$ cat config.mk
export PLATFORM = sky130hd
export DESIGN_NAME = jtpopeye_roh_seq
export DESIGN_NICKNAME = d
export VERILOG_FILES = /design/src/rtl/jtpopeye_pkg.sv /design/src/rtl/jtgng_prom.sv /design/src/rtl/jtpopeye_roh_seq.sv
export SDC_FILE = /design/constraint.sdc
export NUM_CORES = 1
export LEC_CHECK = 0
export BUFFER_PORTS_ARGS = -buffer_cell sky130_fd_sc_hd__buf_4
export CAP_MARGIN = 40
export CELL_PAD_IN_SITES_DETAIL_PLACEMENT = 2
export CELL_PAD_IN_SITES_GLOBAL_PLACEMENT = 2
export CORE_UTILIZATION = 30
export CTS_BUF_LIST = sky130_fd_sc_hd__clkbuf_4 sky130_fd_sc_hd__clkbuf_8
export DETAILED_ROUTE_END_ITERATION = 10
export PLACE_DENSITY = 0.6
export SYNTH_ARGS = -nofsm -noshare
export SYNTH_HDL_FRONTEND = slang
export SYNTH_SLANG_ARGS = --single-unit
$ cat constraint.sdc
create_clock -name clk -period 4.1 [get_ports clk]
set_input_delay 0.41 -clock clk [delete_from_list [all_inputs] [get_ports clk]]
set_output_delay 0.41 -clock clk [all_outputs]
set_load 0.01 [all_outputs]
$ cat src/rtl/jtpopeye_pkg.sv
// Shared types for the Popeye object-buffer DMA sequencer.
// Holds the sequencer state encoding and the default strobe count per frame.
package jtpopeye_pkg;

  typedef enum logic [1:0] {
    ST_IDLE = 2'd0,
    ST_REQ  = 2'd1,
    ST_XFER = 2'd2,
    ST_DONE = 2'd3
  } roh_state_t;

  localparam int ROH_XFER_LEN = 128;

endpackage

$ cat src/rtl/jtgng_prom.sv
// Generic synchronous PROM with a runtime write port.
// Reads are registered; a read and a write to the same address return the old word.
module jtgng_prom #(
  parameter int aw      = 8,
  parameter int dw      = 4,
  parameter     simfile = ""
) (
  input  logic          clk,
  input  logic          rst,
  input  logic          cen,
  input  logic [dw-1:0] data,
  input  logic [aw-1:0] rd_addr,
  input  logic [aw-1:0] wr_addr,
  input  logic          we,
  output logic [dw-1:0] q
);

  logic [dw-1:0] r_mem [0:(1<<aw)-1];

  // Write port: memory contents survive reset.
  always_ff @(posedge clk) begin
    if (cen && we) begin
      r_mem[wr_addr] <= data;
    end
  end

  // Read port: non-blocking write above makes same-address reads see the old word.
  always_ff @(posedge clk or posedge rst) begin
    if (rst) begin
      q <= {dw{1'b0}};
    end else if (cen) begin
      q <= r_mem[rd_addr];
    end
  end

endmodule

$ cat src/rtl/jtpopeye_roh_seq.sv
// Sprite-DMA sequencer: requests the CPU bus at vertical blank, issues a fixed
// number of H-paced ROHVCK strobes, then releases the bus. Also hosts the timing PROM.
module jtpopeye_roh_seq
  import jtpopeye_pkg::*;
#(
  parameter int XFER_LEN = ROH_XFER_LEN,
  parameter int PROM_AW  = 8,
  parameter int PROM_DW  = 4,
  parameter     SIMFILE  = ""
) (
  input  logic               clk,
  input  logic               rst,
  input  logic               VB_n,
  input  logic               AI_n,
  input  logic               BI_n,
  input  logic               HBD_n,
  input  logic               DM10,
  input  logic               busak,
  output logic               MR_n,
  output logic               ROHVS,
  output logic               ROHVCK,
  input  logic [PROM_AW-1:0] prom_rd_addr,
  input  logic [PROM_AW-1:0] prom_wr_addr,
  input  logic               prom_we,
  input  logic [PROM_DW-1:0] prom_din,
  output logic [PROM_DW-1:0] prom_q
);

  localparam logic [8:0] LEN9 = 9'(XFER_LEN);

  roh_state_t r_state;
  roh_state_t w_state_nx;
  logic [8:0] r_cnt;
  logic [8:0] w_cnt_nx;
  logic       r_vb_prev;
  logic [1:0] r_h_prev;
  logic       r_mr_n;
  logic       r_rohvs;
  logic       r_rohvck;
  logic       w_vb_fall;
  logic       w_tick;
  logic       w_strobe;

  assign w_vb_fall = r_vb_prev & ~VB_n;
  // H[1:0] reaching 11 shows up as the inverted pair landing on 00
  assign w_tick    = (r_h_prev != 2'b00) && ({BI_n, AI_n} == 2'b00);

  // Edge-detect history: reset as if blanking is inactive and H[1:0] is 00.
  always_ff @(posedge clk or posedge rst) begin
    if (rst) begin
      r_vb_prev <= 1'b1;
      r_h_prev  <= 2'b11;
    end else begin
      r_vb_prev <= VB_n;
      r_h_prev  <= {BI_n, AI_n};
    end
  end

  // Next-state and strobe decode; leaving blanking overrides everything.
  always_comb begin
    w_state_nx = r_state;
    w_cnt_nx   = r_cnt;
    w_strobe   = 1'b0;
    case (r_state)
      ST_IDLE: begin
        if (w_vb_fall && DM10) begin
          w_state_nx = ST_REQ;
        end else begin
          w_state_nx = ST_IDLE;
        end
      end
      ST_REQ: begin
        if (busak) begin
          w_state_nx = ST_XFER;
        end else begin
          w_state_nx = ST_REQ;
        end
      end
      ST_XFER: begin
        // completion is checked a cycle after the last strobe, so the bus is held through it
        if (r_cnt == LEN9) begin
          w_state_nx = ST_DONE;
        end else if (!busak) begin
          w_state_nx = ST_REQ;
        end else if (w_tick && !HBD_n) begin
          w_strobe = 1'b1;
          w_cnt_nx = r_cnt + 9'd1;
        end else begin
          w_state_nx = ST_XFER;
        end
      end
      ST_DONE: begin
        w_state_nx = ST_DONE;
      end
      default: begin
        w_state_nx = ST_IDLE;
      end
    endcase
    if (VB_n) begin
      w_state_nx = ST_IDLE;
      w_cnt_nx   = 9'd0;
      w_strobe   = 1'b0;
    end else begin
      w_cnt_nx   = w_cnt_nx;
    end
  end

  // State, counter and registered outputs decoded from the next state.
  always_ff @(posedge clk or posedge rst) begin
    if (rst) begin
      r_state  <= ST_IDLE;
      r_cnt    <= 9'd0;
      r_mr_n   <= 1'b1;
      r_rohvs  <= 1'b0;
      r_rohvck <= 1'b0;
    end else begin
      r_state  <= w_state_nx;
      r_cnt    <= w_cnt_nx;
      r_mr_n   <= !((w_state_nx == ST_REQ) || (w_state_nx == ST_XFER));
      r_rohvs  <= (w_state_nx == ST_XFER);
      r_rohvck <= w_strobe;
    end
  end

  assign MR_n   = r_mr_n;
  assign ROHVS  = r_rohvs;
  assign ROHVCK = r_rohvck;

  jtgng_prom #(
    .aw      (PROM_AW),
    .dw      (PROM_DW),
    .simfile (SIMFILE)
  ) u_prom (
    .clk     (clk),
    .rst     (rst),
    .cen     (1'b1),
    .data    (prom_din),
    .rd_addr (prom_rd_addr),
    .wr_addr (prom_wr_addr),
    .we      (prom_we),
    .q       (prom_q)
  );

endmodule

; Word level (Yosys, flattened, before mapping)
; Memory sizes are Yosys's and may differ from the RTL's. A register that Yosys moved wholly into a read port is not among the register bits.
; Index checks and enable logic that the tools add are counted.
[word_totals]
regBits = 17
mem_bits_rw = 1024
in_bits = 29
output_inout_bits = 7
elab_cells = 50
mem_count = 1
[op_classes]
add_sub_neg = 1
eq_ne = 7
n_mux = 19
n_bitwise = 2
n_reduce_logical = 13
[mem_list]
columns = name, depth, word_bits, rd, rd_ports_with_merged_regs, wr, line
row1 = u_prom.r_mem, 256, 4, 1, 1, 1, jtgng_prom.sv:18  ; logic [dw-1:0] r_mem [0:(1<<aw)-1];
[op_table]
columns = op, n
row1 = $mux W9, 5
row2 = $mux W2, 5
row3 = $add A9 B1 Y9 const B, 1
row4 = $eq A9 B8 Y1 const B, 1
row5 = $mux W1, 8
row6 = $pmux W2 S4, 1
row7 = $reduce_bool A2 Y1, 4
row8 = $eq A2 B2 Y1 const B, 3
row9 = $eq A2 B1 Y1 const B, 2
row10 = $logic_not A2 Y1, 2
row11 = $reduce_and A4 Y1, 1
row12 = $logic_and A1 B1 Y1, 3
row13 = $logic_not A1 Y1, 2
row14 = $ne A2 B2 Y1 const B, 1
row15 = $and A1 B1 Y1, 1
row16 = $logic_or A1 B1 Y1, 1
row17 = $not A1 Y1, 1

; Longest topological paths before layout
; Gate-level depths: netlist (run 1).
[logic_depth]
ltp_word = 11
ltp_mapped = 11
depth_no_buf = 8

; Modules after synthesis
; A second synthesis (run 1) with hierarchy kept.
[unflattened]
hier_cells = 2294
hier_area_um2 = 41821.4
[modules_own_cells]
columns = mod, instances, cells_each, area_per_inst_um2, seq_area_each_um2
row1 = jtgng_prom, 1, 2210, 40935.5, 30849.6
row2 = jtpopeye_roh_seq, 1, 84, 885.8, 430.4

; Least setup slack after synthesis (run 1)
; Ideal clock, no wire load.
[synth_path]
path_type = in2reg
startpoint = in prom_rd_addr[0]
endpoint = reg u_prom.q[1] (read register of u_prom.r_mem)
setup_ps = 132
arrival_time_ps = 2279
t_required_ps = 3968
setup_slack_ps = 1689
path_stages = 9
path_buffers = 4
path_cell_list = buf_6 -> buf_4 -> buf_4 -> buf_2 -> mux4_2 -> a221oi_1 -> o21ai_0 -> nand4_1 -> o211ai_1
[synth_lines]
columns = item, line
row1 = "start, declared", jtpopeye_roh_seq.sv:22  ; input logic [PROM_AW-1:0] prom_rd_addr,
row2 = "end, declared", jtgng_prom.sv:15  ; output logic [dw-1:0] q

==> results.yml, run 1 <==
timing:
  fin_crit_sh_pct: 59.0
  tns_ns: 0
  hold_viol: 0
  worstMarginPinSlew_ns: 0.942
  finalSetupViolCount: 0
  max_slew_margin_pct: 37.2
  rsz0062_at_grt: "no"
  slew_violations: 0
  fin_crit_ns: 2.42
  finClkSkew_ns: 0.0367
  fmax_ghz: 0.414
power:
  comb_power_share_pct: 5.3
  switching_share_pct: 22.9
  total_power_mw: 22.1
  sequentialPowerShare_pct: 53.3
  p_per_area_nw_per_um2: 465
  power.leakage_nw: 14.7
  clock_power_share_pct: 41.4
  power.internal_mw: 17.1
  p_switching_mw: 5.06
  ir_drop_mv: 0.309
detailed_routing:
  drt_iter0_drc: 1687
  drc: 0
  wirelength_um: 118000
  ant_nets: 0
  num_vias: 21174
  wl_per_cell_um: 28.2
  firstDrtPassIters: 5
  viasPerCell: 5.07
layout:
  stdcell_count: 4176
  layout-drive-gt1-share_pct: 27.3
  fillers: 13307
  final_common_cell: "edfxtp_1"
  seqCellArea_um2: 31300
  fin_util_pct: 35.0
  multi_input_area_um2: 9460
  finalInstanceArea_um2: 47600
  final_nets: 2298
  areaGrowthSynthToFinish_pct: 15.0
  final_cell_mix: "edfxtp_1 (1,024), nor2_1 (294), mux4_2 (258), clkbuf_8 (178), buf_4 (81)"
critical_path:
  cp-end-kind: "flip-flop"
  worstPathArrival_ns: 3.18
  path_class: "flip-flop to flip-flop"
  slowest_delay_ns: 0.56
  critPathBufInv: 0
  cpMaxStageDelayCell: "a221oi_1"
  crit_chain: "mux4_2 > a22o_1 > a221oi_1 > a31oi_1 > a221o_1"
  crit_family: "compound AO/OA/AOI/OAI gates"
  worstPathRequired_ns: 4.86
  path_max_fanout: 1
  cp-start-kind: "flip-flop"
clock_network:
  clock_latency_ns: 0.89
  cts_buffer_depth: 3
  tritoncts: "built"
  h-tree-depth: 4
  cts_made_buffers: 175
  ctsResizeCount: 0
  cts_root_buf: "clkbuf_8"
  path_clk_slew_ns: 0.06
  clkSinkCount: 1045
  post_cts_buffers: 0
placement:
  dp_cells: 3860
  io_buffers: 35
  place_hpwl_um: 74100
  gp_congestion: 0.789
  place_area_um2: 44100
global_routing:
  antenna_found_initial: 4
  overflow: 0
  track_usage_pct: 17.1
  grt_max_degree: 157
  grt_pass1_vias: 23616
  grt_pass1_wl_um: 174000
logic_synthesis:
  syn-num-nets: 2130
  netlist_instances: 2098
  synth_warnings: 0
  synth_ff_type: "edfxtp_1"
  ys_types: 55
  synth_edf_count: 1024
  ys_async_sr_fraction_pct: 2.01
  ys_seq_area_share_pct: 75.6
  syn_area_per_cell_um2: 19.7
  synth_area_um2: 41400
  yosys_register_bits: 1045
die:
  start_util_pct: 30.4
  design.core.area_um2: 136000
  io_pins: 36
  die_h_um: 373
  chipWidth_um: 373
  rows: 135
  die_area_um2: 139000
outcome:
  status: "complete, no violations"
flow_run:
  drv_cap: 0
hold_path:
  hold_path.class: "input port to flip-flop"
## power by group through the flow
stage | Clock, mW | Sequential [mW] | Combinational [mW]
final | 9.17 | 11.8 | 1.16
after global routing | 9.86 | 11.8 | 1.24
after CTS | 9.43 | 11.8 | 1.19
after detailed placement | 0 | 12.0 | 1.18
after global placement | 0 | 12.0 | 1.13
after floorplan | 0 | 12.0 | 0.599
## worst register-to-register path, stage by stage (launching register included)
cell and delay, ns:
edfxtp_1 0.38, mux4_2 0.52, a22o_1 0.29, a221oi_1 0.56, a31oi_1 0.19, a221o_1 0.36
## cell usage after synthesis, types with 7 or more instances
cell type,count,area share [%]
buf_6,9,0.24
edfxtp_1,1024,74
dfrtp_1,17,1.0
mux2i_1,59,1.4
a22oi_1,27,0.49
buf_2,23,0.28
clkbuf_1,77,0.70
mux2_2,7,0.19
mux4_2,258,14
nand2_1,48,0.44
o221ai_1,13,0.28
a221oi_1,8,0.17
o21ai_0,20,0.24
nor2_1,294,2.7
nand3b_1,7,0.13
or3_1,7,0.11
a21oi_1,8,0.097
nand3_1,39,0.47
nand4_1,21,0.32
o211ai_1,10,0.18
nor2b_1,23,0.35
buf_1,9,0.082
buf_4,12,0.22
## area by class of cell
class / count / area share (%)
Timing Repair Buffer: 121 / 2.63
Multi-Input combinational cell: 917 / 19.9
Sequential cell: 1045 / 65.7
Tap cell: 1781 / 4.68
Inverter: 6 / 0.0473
Clock buffer: 236 / 6.06
Antenna cell: 3 / 0.0158
Clock inverter: 67 / 0.986
## per-layer routing
layer	global-route usage, %	up-vias	wire, um
met5	0	-	0
met4	4.96	0	2080
met3	2.74	143	4710
met2	28.0	521	58100
met1	23.4	11608	53100
li1	-	8902	-
## state kept, by name (all words and copies together) (netlist names)
name,flops
u_prom.r_mem,1024
ROHVS,1
r_state,2
ROHVCK,1
MR_n,1
r_h_prev,2
r_cnt,9
r_vb_prev,1
u_prom.q,4
## final timing paths
check / startpoint / endpoint / slack (ns) / depth (start not counted)
max in group asynchronous: rst / r_h_prev[1] / 2.99 / 5
min in group asynchronous: rst / r_state[1] / 0.62 / 4
worst max register to register: u_prom.r_mem[255][0] / u_prom.q[0] / 1.68 / 5
worst min-delay path: prom_din[2] / u_prom.r_mem[163][2] / 0.08 / 1
worst min register to register: r_cnt[8] / r_cnt[8] / 0.56 / 2
worst max-delay path: u_prom.r_mem[255][0] / u_prom.q[0] / 1.68 / 5
## cell families after synthesis
group                      synth area share (%)
AOI/OAI and AO/OA                          2.07
xor gates and xnor gates                  0.148
adders and majority gates                0.0907
buffers and inverters                      1.58
DFF                                        75.6
muxes                                      15.7
and+or+nand+nor                            4.88
## repair_timing
item	in CTS	in global routing
hold endpoints to repair	105	0
endpoints found under the setup margin	0	0
hold buffers	10	0
## through the flow
| step | hold WS [ns] | setup slack [ns] |
|---|---|---|
| floorplan | 0.384 | 1.69 |
| global placement | 0.529 | 0.908 |
| detailed placement | 0.397 | 0.895 |
| CTS | 0.0344 | 1.72 |
| global route | 0.0799 | 1.56 |
| finish | 0.0815 | 1.68 |
No activity file was read; power rests on OpenSTA's default activity.
==> run 2, diff against run 1 <==
- PLACE_DENSITY: 0.6 -> 0.62
- clock period: 4.1 -> 2.14 ns (I/O delays scaled with it)
==> run 2 against run 1 <==
- the flow now finishes with violations (setup timing)
- worst hold slack improved by 0.021 ns
- sequential power rose by 92%
- non-clock buffer count rose by 171
- cell count rose by 4.4%
- via count rose by 4.2%
- first-iteration DRC count rose by 19%
- cell area rose by 4.0%
- clock skew fell by 0.00054 ns
- register-to-register slack got worse by 1.7 ns
- sequential cell count did not move
- critical path type unchanged
- critical endpoint is now u_prom.q[2]
==> results.yml, run 2 (synthesized netlist as in run 1, its figures left out) <==
global_routing:
  antenna_found_initial: 9
  grt_max_degree: 96
  track_usage_pct: 17.4
  overflow: 0
  grt_pass1_vias: 24638
  grt_pass1_wl_um: 177000
detailed_routing:
  drc: 0
  firstDrtPassIters: 5
  wirelength_um: 121000
  ant_nets: 0
  wl_per_cell_um: 27.8
  viasPerCell: 5.06
  drt_iter0_drc: 2007
  num_vias: 22062
die:
  io_pins: 36
  die_h_um: 373
  rows: 135
  die_area_um2: 139000
  design.core.area_um2: 136000
  start_util_pct: 30.4
  chipWidth_um: 373
layout:
  areaGrowthSynthToFinish_pct: 19.6
  top_register: "u_prom.r_mem"
  largest_reg_flops: 1024
  seqCellArea_um2: 31300
  final_cell_mix: "edfxtp_1 (1,024), nor2_1 (293), mux4_2 (258), buf_4 (208), clkbuf_8 (179)"
  stdcell_count: 4361
  largestRegisters: "u_prom.r_mem: 1024 flops, r_cnt: 9 flops, u_prom.q: 4 flops"
  final_common_cell: "edfxtp_1"
  multi_input_area_um2: 9590
  final_nets: 2469
  layout-drive-gt1-share_pct: 32.5
  fillers: 13167
timing:
  fin_crit_sh_pct: 101
  fmax_ghz: 0.461
  slew_violations: 0
  rsz0062_at_grt: "yes"
  setup_slack_ns: -0.0310
  fin_crit_ns: 2.17
  max_slew_margin_pct: 43.4
  finalSetupViolCount: 3
  hold_viol: 0
  fin_hold_ws_ns: 0.103
  worstMarginPinSlew_ns: 0.847
  finClkSkew_ns: 0.0361
power:
  power.leakage_nw: 15.7
  total_power_mw: 42.8
  ir_drop_mv: 0.863
  p_per_area_nw_per_um2: 864
clock_network:
  clock_latency_ns: 0.91
  tritoncts: "built"
  cts_made_buffers: 175
  cts_buffer_depth: 3
  path_clk_slew_ns: 0.06
  h-tree-depth: 4
  cts_root_buf: "clkbuf_8"
  clkSinkCount: 1045
hold_path:
  holdPathStages: 4
  hold_path.class: "input port to flip-flop"
critical_path:
  cp-end-kind: "flip-flop"
  worstPathArrival_ns: 2.90
  path_class: "flip-flop to flip-flop"
  cp-start-kind: "flip-flop"
  cpMaxStageDelayCell: "mux4_2"
  slowest_delay_ns: 0.48
  rr_worst_depth: 6
  crit_chain: "mux4_2 > mux2i_1 > nor2_1 > or3_4 > nand4_1 > o211ai_1"
  worstPathRequired_ns: 2.87
  path_max_fanout: 1
placement:
  place_hpwl_um: 79300
  dp_cells: 4019
  io_buffers: 35
  gp_congestion: 0.789
outcome:
  violations: "setup timing"
  status: "finished, violations left"
flow_run:
  drv_cap: 0
==> run 2: layer usage <==
metal  routed length, um  share of wire [%]  GRT usage [%]  vias to the layer above
met2               59100                 49           28.4                      655
li1                    -                  -              -                     9274
met1               52200                 43           23.0                    11918
met4                3560                2.9           6.41                        8
met5                  44              0.036              0                        -
met3                6520                5.4           3.67                      207
==> run 2: what timing repair did <==
action	4_1_cts	5_1_grt
buffers inserted	0	0
hold endpoints to repair	958	0
resized for setup	22	11
hold buffers	24	0
pin swaps	12	6
endpoints found under the setup margin	4	14
==> run 2: where the power goes <==
part | switching (mW) | internal, mW
clock | 8.42 | 9.25
combinational | 1.49 | 1.04
sequential | 0.0464 | 22.5
total | 9.95 | 32.8
==> run 2: final cells by class <==
class,instances,area share (%)
diodes,3,0.0152
clock buffers,232,5.78
clock inverters,85,1.13
inverters,6,0.0455
multi-input cells,917,19.4
flip-flops and latches,1045,63.2
well taps,1781,4.50
repair buffers,292,5.97
==> run 2: stage by stage <==
step                      setup TNS, ns  utilization (%)  area, um^2  setup slack [ns]
after global placement            -2.52             33.6       45700            -0.711
after CTS                        -0.147             36.3       49400           -0.0807
after floorplan                       0                -       41400         0.0000748
after global routing             -0.309             36.4       49500            -0.168
final                           -0.0682             36.4       49500           -0.0310
after detailed placement          -2.64             33.6       45700            -0.750
==> run 2: worst max-delay path, delay by kind of cell (launching register included) <==
| family | cells | cell delay (ns) |
|---|---|---|
| AO/OA/AOI/OAI | 1 | 0.18 |
| flip-flops | 1 | 0.40 |
| multiplexers | 2 | 0.65 |
| AND/OR/NAND/NOR | 3 | 0.78 |
==> run 2: final timing paths <==
| path | startpoint | end | slack (ns) |
|---|---|---|---|
| worst min register to register | r_cnt[8] | r_cnt[8] | 0.57 |
| worst max register to register | u_prom.r_mem[194][2] | u_prom.q[2] | -0.03 |
| max in group asynchronous | rst | MR_n | 1.29 |
| worst max-delay path | u_prom.r_mem[194][2] | u_prom.q[2] | -0.03 |
| worst min-delay path | prom_wr_addr[4] | u_prom.r_mem[57][1] | 0.10 |
| min in group asynchronous | rst | r_cnt[2] | 0.52 |
==> run 3, diff against run 2 <==
- CORE_ASPECT_RATIO: unset -> 1.5
==> run 3 against run 2 <==
- the run still ends with setup timing left
- clock skew rose by 0.0040 ns
- wire length rose by 2.6%
- global-route usage rose by 0.60 points
- via count fell by 0.76%
- critical path depth did not move
- fmax fell by 2.9%
- power fell by 2.3%
- sequential power barely moved
- largest power group unchanged
- highest routed layer is now met4
==> results.yml, run 3 (synthesized netlist as in run 1, its figures left out) <==
timing:
  setup_slack_ns: -0.0956
  finClkSkew_ns: 0.0401
  finalSetupViolCount: 1
  fin_crit_sh_pct: 104
  rsz0062_at_grt: "yes"
  fmax_ghz: 0.447
  max_slew_margin_pct: 43.6
  tns_ns: -0.0956
  fin_crit_ns: 2.24
  worstMarginPinSlew_ns: 0.834
  slew_violations: 0
  hold_viol: 0
layout:
  top_register: "u_prom.r_mem"
  fillers: 13233
  layout-drive-gt1-share_pct: 33.0
  final_nets: 2499
  final_cell_mix: "edfxtp_1 (1,024), nor2_1 (293), mux4_2 (258), buf_4 (257), clkbuf_8 (164)"
  fin_util_pct: 36.1
  areaGrowthSynthToFinish_pct: 19.3
  stdcell_count: 4361
  final_common_cell: "edfxtp_1"
  largest_reg_flops: 1024
  finalInstanceArea_um2: 49400
  largestRegisters: "u_prom.r_mem: 1024 flops, r_cnt: 9 flops, u_prom.q: 4 flops"
die:
  design.core.area_um2: 137000
  chipWidth_um: 305
  start_util_pct: 30.3
  die_h_um: 457
  rows: 166
  io_pins: 36
  die_area_um2: 139000
power:
  power.leakage_nw: 15.7
  total_power_mw: 41.8
  p_per_area_nw_per_um2: 846
  ir_drop_mv: 0.404
critical_path:
  cpMaxStageDelayCell: "mux4_2"
  cp-startpoint: "u_prom.r_mem[179][0]"
  cp-end-kind: "flip-flop"
  crit_chain: "mux4_2 > mux2_4 > o221ai_4 > o2111a_1 > nand3_2 > a221o_1"
  rr_startpoint: "u_prom.r_mem[179][0]"
  path_class: "flip-flop to flip-flop"
  slowest_delay_ns: 0.49
  path_max_fanout: 1
  cp-start-kind: "flip-flop"
  worstPathArrival_ns: 2.97
  worstPathRequired_ns: 2.88
detailed_routing:
  viasPerCell: 5.02
  wirelength_um: 125000
  num_vias: 21895
  drt_iter0_drc: 1457
  ant_nets: 0
  drc: 0
  wl_per_cell_um: 28.5
  firstDrtPassIters: 5
clock_network:
  cts_root_buf: "clkbuf_8"
  tritoncts: "built"
  path_clk_slew_ns: 0.07
  clock_latency_ns: 0.89
  cts_buffer_depth: 3
  cts_made_buffers: 163
  clkSinkCount: 1045
  h-tree-depth: 4
hold_path:
  hold_path.class: "input port to flip-flop"
  hp-start: "prom_rd_addr[7]"
global_routing:
  grt_pass1_vias: 24965
  grt_max_degree: 75
  antenna_found_initial: 5
  grt_pass1_wl_um: 181000
  overflow: 0
  track_usage_pct: 18.0
flow_run:
  drv_cap: 0
placement:
  place_hpwl_um: 86000
  gp_congestion: 0.817
  io_buffers: 35
  place_area_um2: 45900
  dp_cells: 4045
outcome:
  status: "finished, violations left"
  violations: "setup timing"
-- run 3: cell count changes in the layout (fill, tap and decap cells not counted), sizes merged --
cell         previous run  this run
clkinv                 69        70
dlygate4sd3            24        23
diode                   3         1
bufinv                  4         3
buf                   268       311
clkinvlp                6         3
inv                    12        16
clkbuf                232       208
-- run 3: worst paths after layout --
path                       cells after the start          end  slack [ns]
hold / removal                                 5  u_prom.q[1]        0.09
min in group asynchronous                      5       ROHVCK        0.53
hold reg to reg                                2     r_cnt[8]        0.56
setup / recovery                               6  u_prom.q[0]        -0.1
setup reg to reg                               6  u_prom.q[0]        -0.1
max in group asynchronous                      5         MR_n        1.30
-- run 3: worst max-delay path, delay by kind of cell, from the launching register on --
kind            cells  cell delay [ns]
compound gates      3             0.78
mux                 2             0.79
flops               1             0.38
simple gates        1             0.13
-- run 3: report_power, final --
part	leakage [nW]	switching (mW)	internal, mW
combinational	4.61	1.52	1.08
clock	1.67	8.23	8.38
sequential	9.47	0.0446	22.5
total	15.7	9.79	32.0
-- run 3: layout make-up --
| class | instances | area, um^2 | area share [%] |
|---|---|---|---|
| clock buffers | 208 | 2590 | 5.24 |
| multi-input cells | 917 | 9560 | 19.3 |
| well taps | 1764 | 2210 | 4.47 |
| clock inverters | 86 | 538 | 1.09 |
| repair buffers | 334 | 3200 | 6.47 |
| diodes | 1 | 2.50 | 0.00507 |
| flip-flops and latches | 1045 | 31300 | 63.3 |
| inverters | 6 | 22.5 | 0.0456 |
-- run 3: metal layers --
metal	part of all wire [%]	GRT usage (%)
met5	0	0
met4	3.9	7.34
met3	3.6	2.88
met2	56	34.2
met1	37	19.8
-- run 3: through the flow --
step                      setup WS (ns)  hold slack [ns]
after global placement           -0.887            0.289
final                           -0.0956           0.0891
after floorplan               0.0000748            0.188
after global routing             -0.108           0.0455
after detailed placement         -0.855            0.307
after CTS                        -0.189          0.00349
-- run 3: timing repair --
item,in CTS,in global routing
setup buffers,0,0
hold buffers,23,0
pin swaps,11,2
resized for setup,17,11
endpoints found under the hold margin,581,0
setup endpoints to repair,7,10
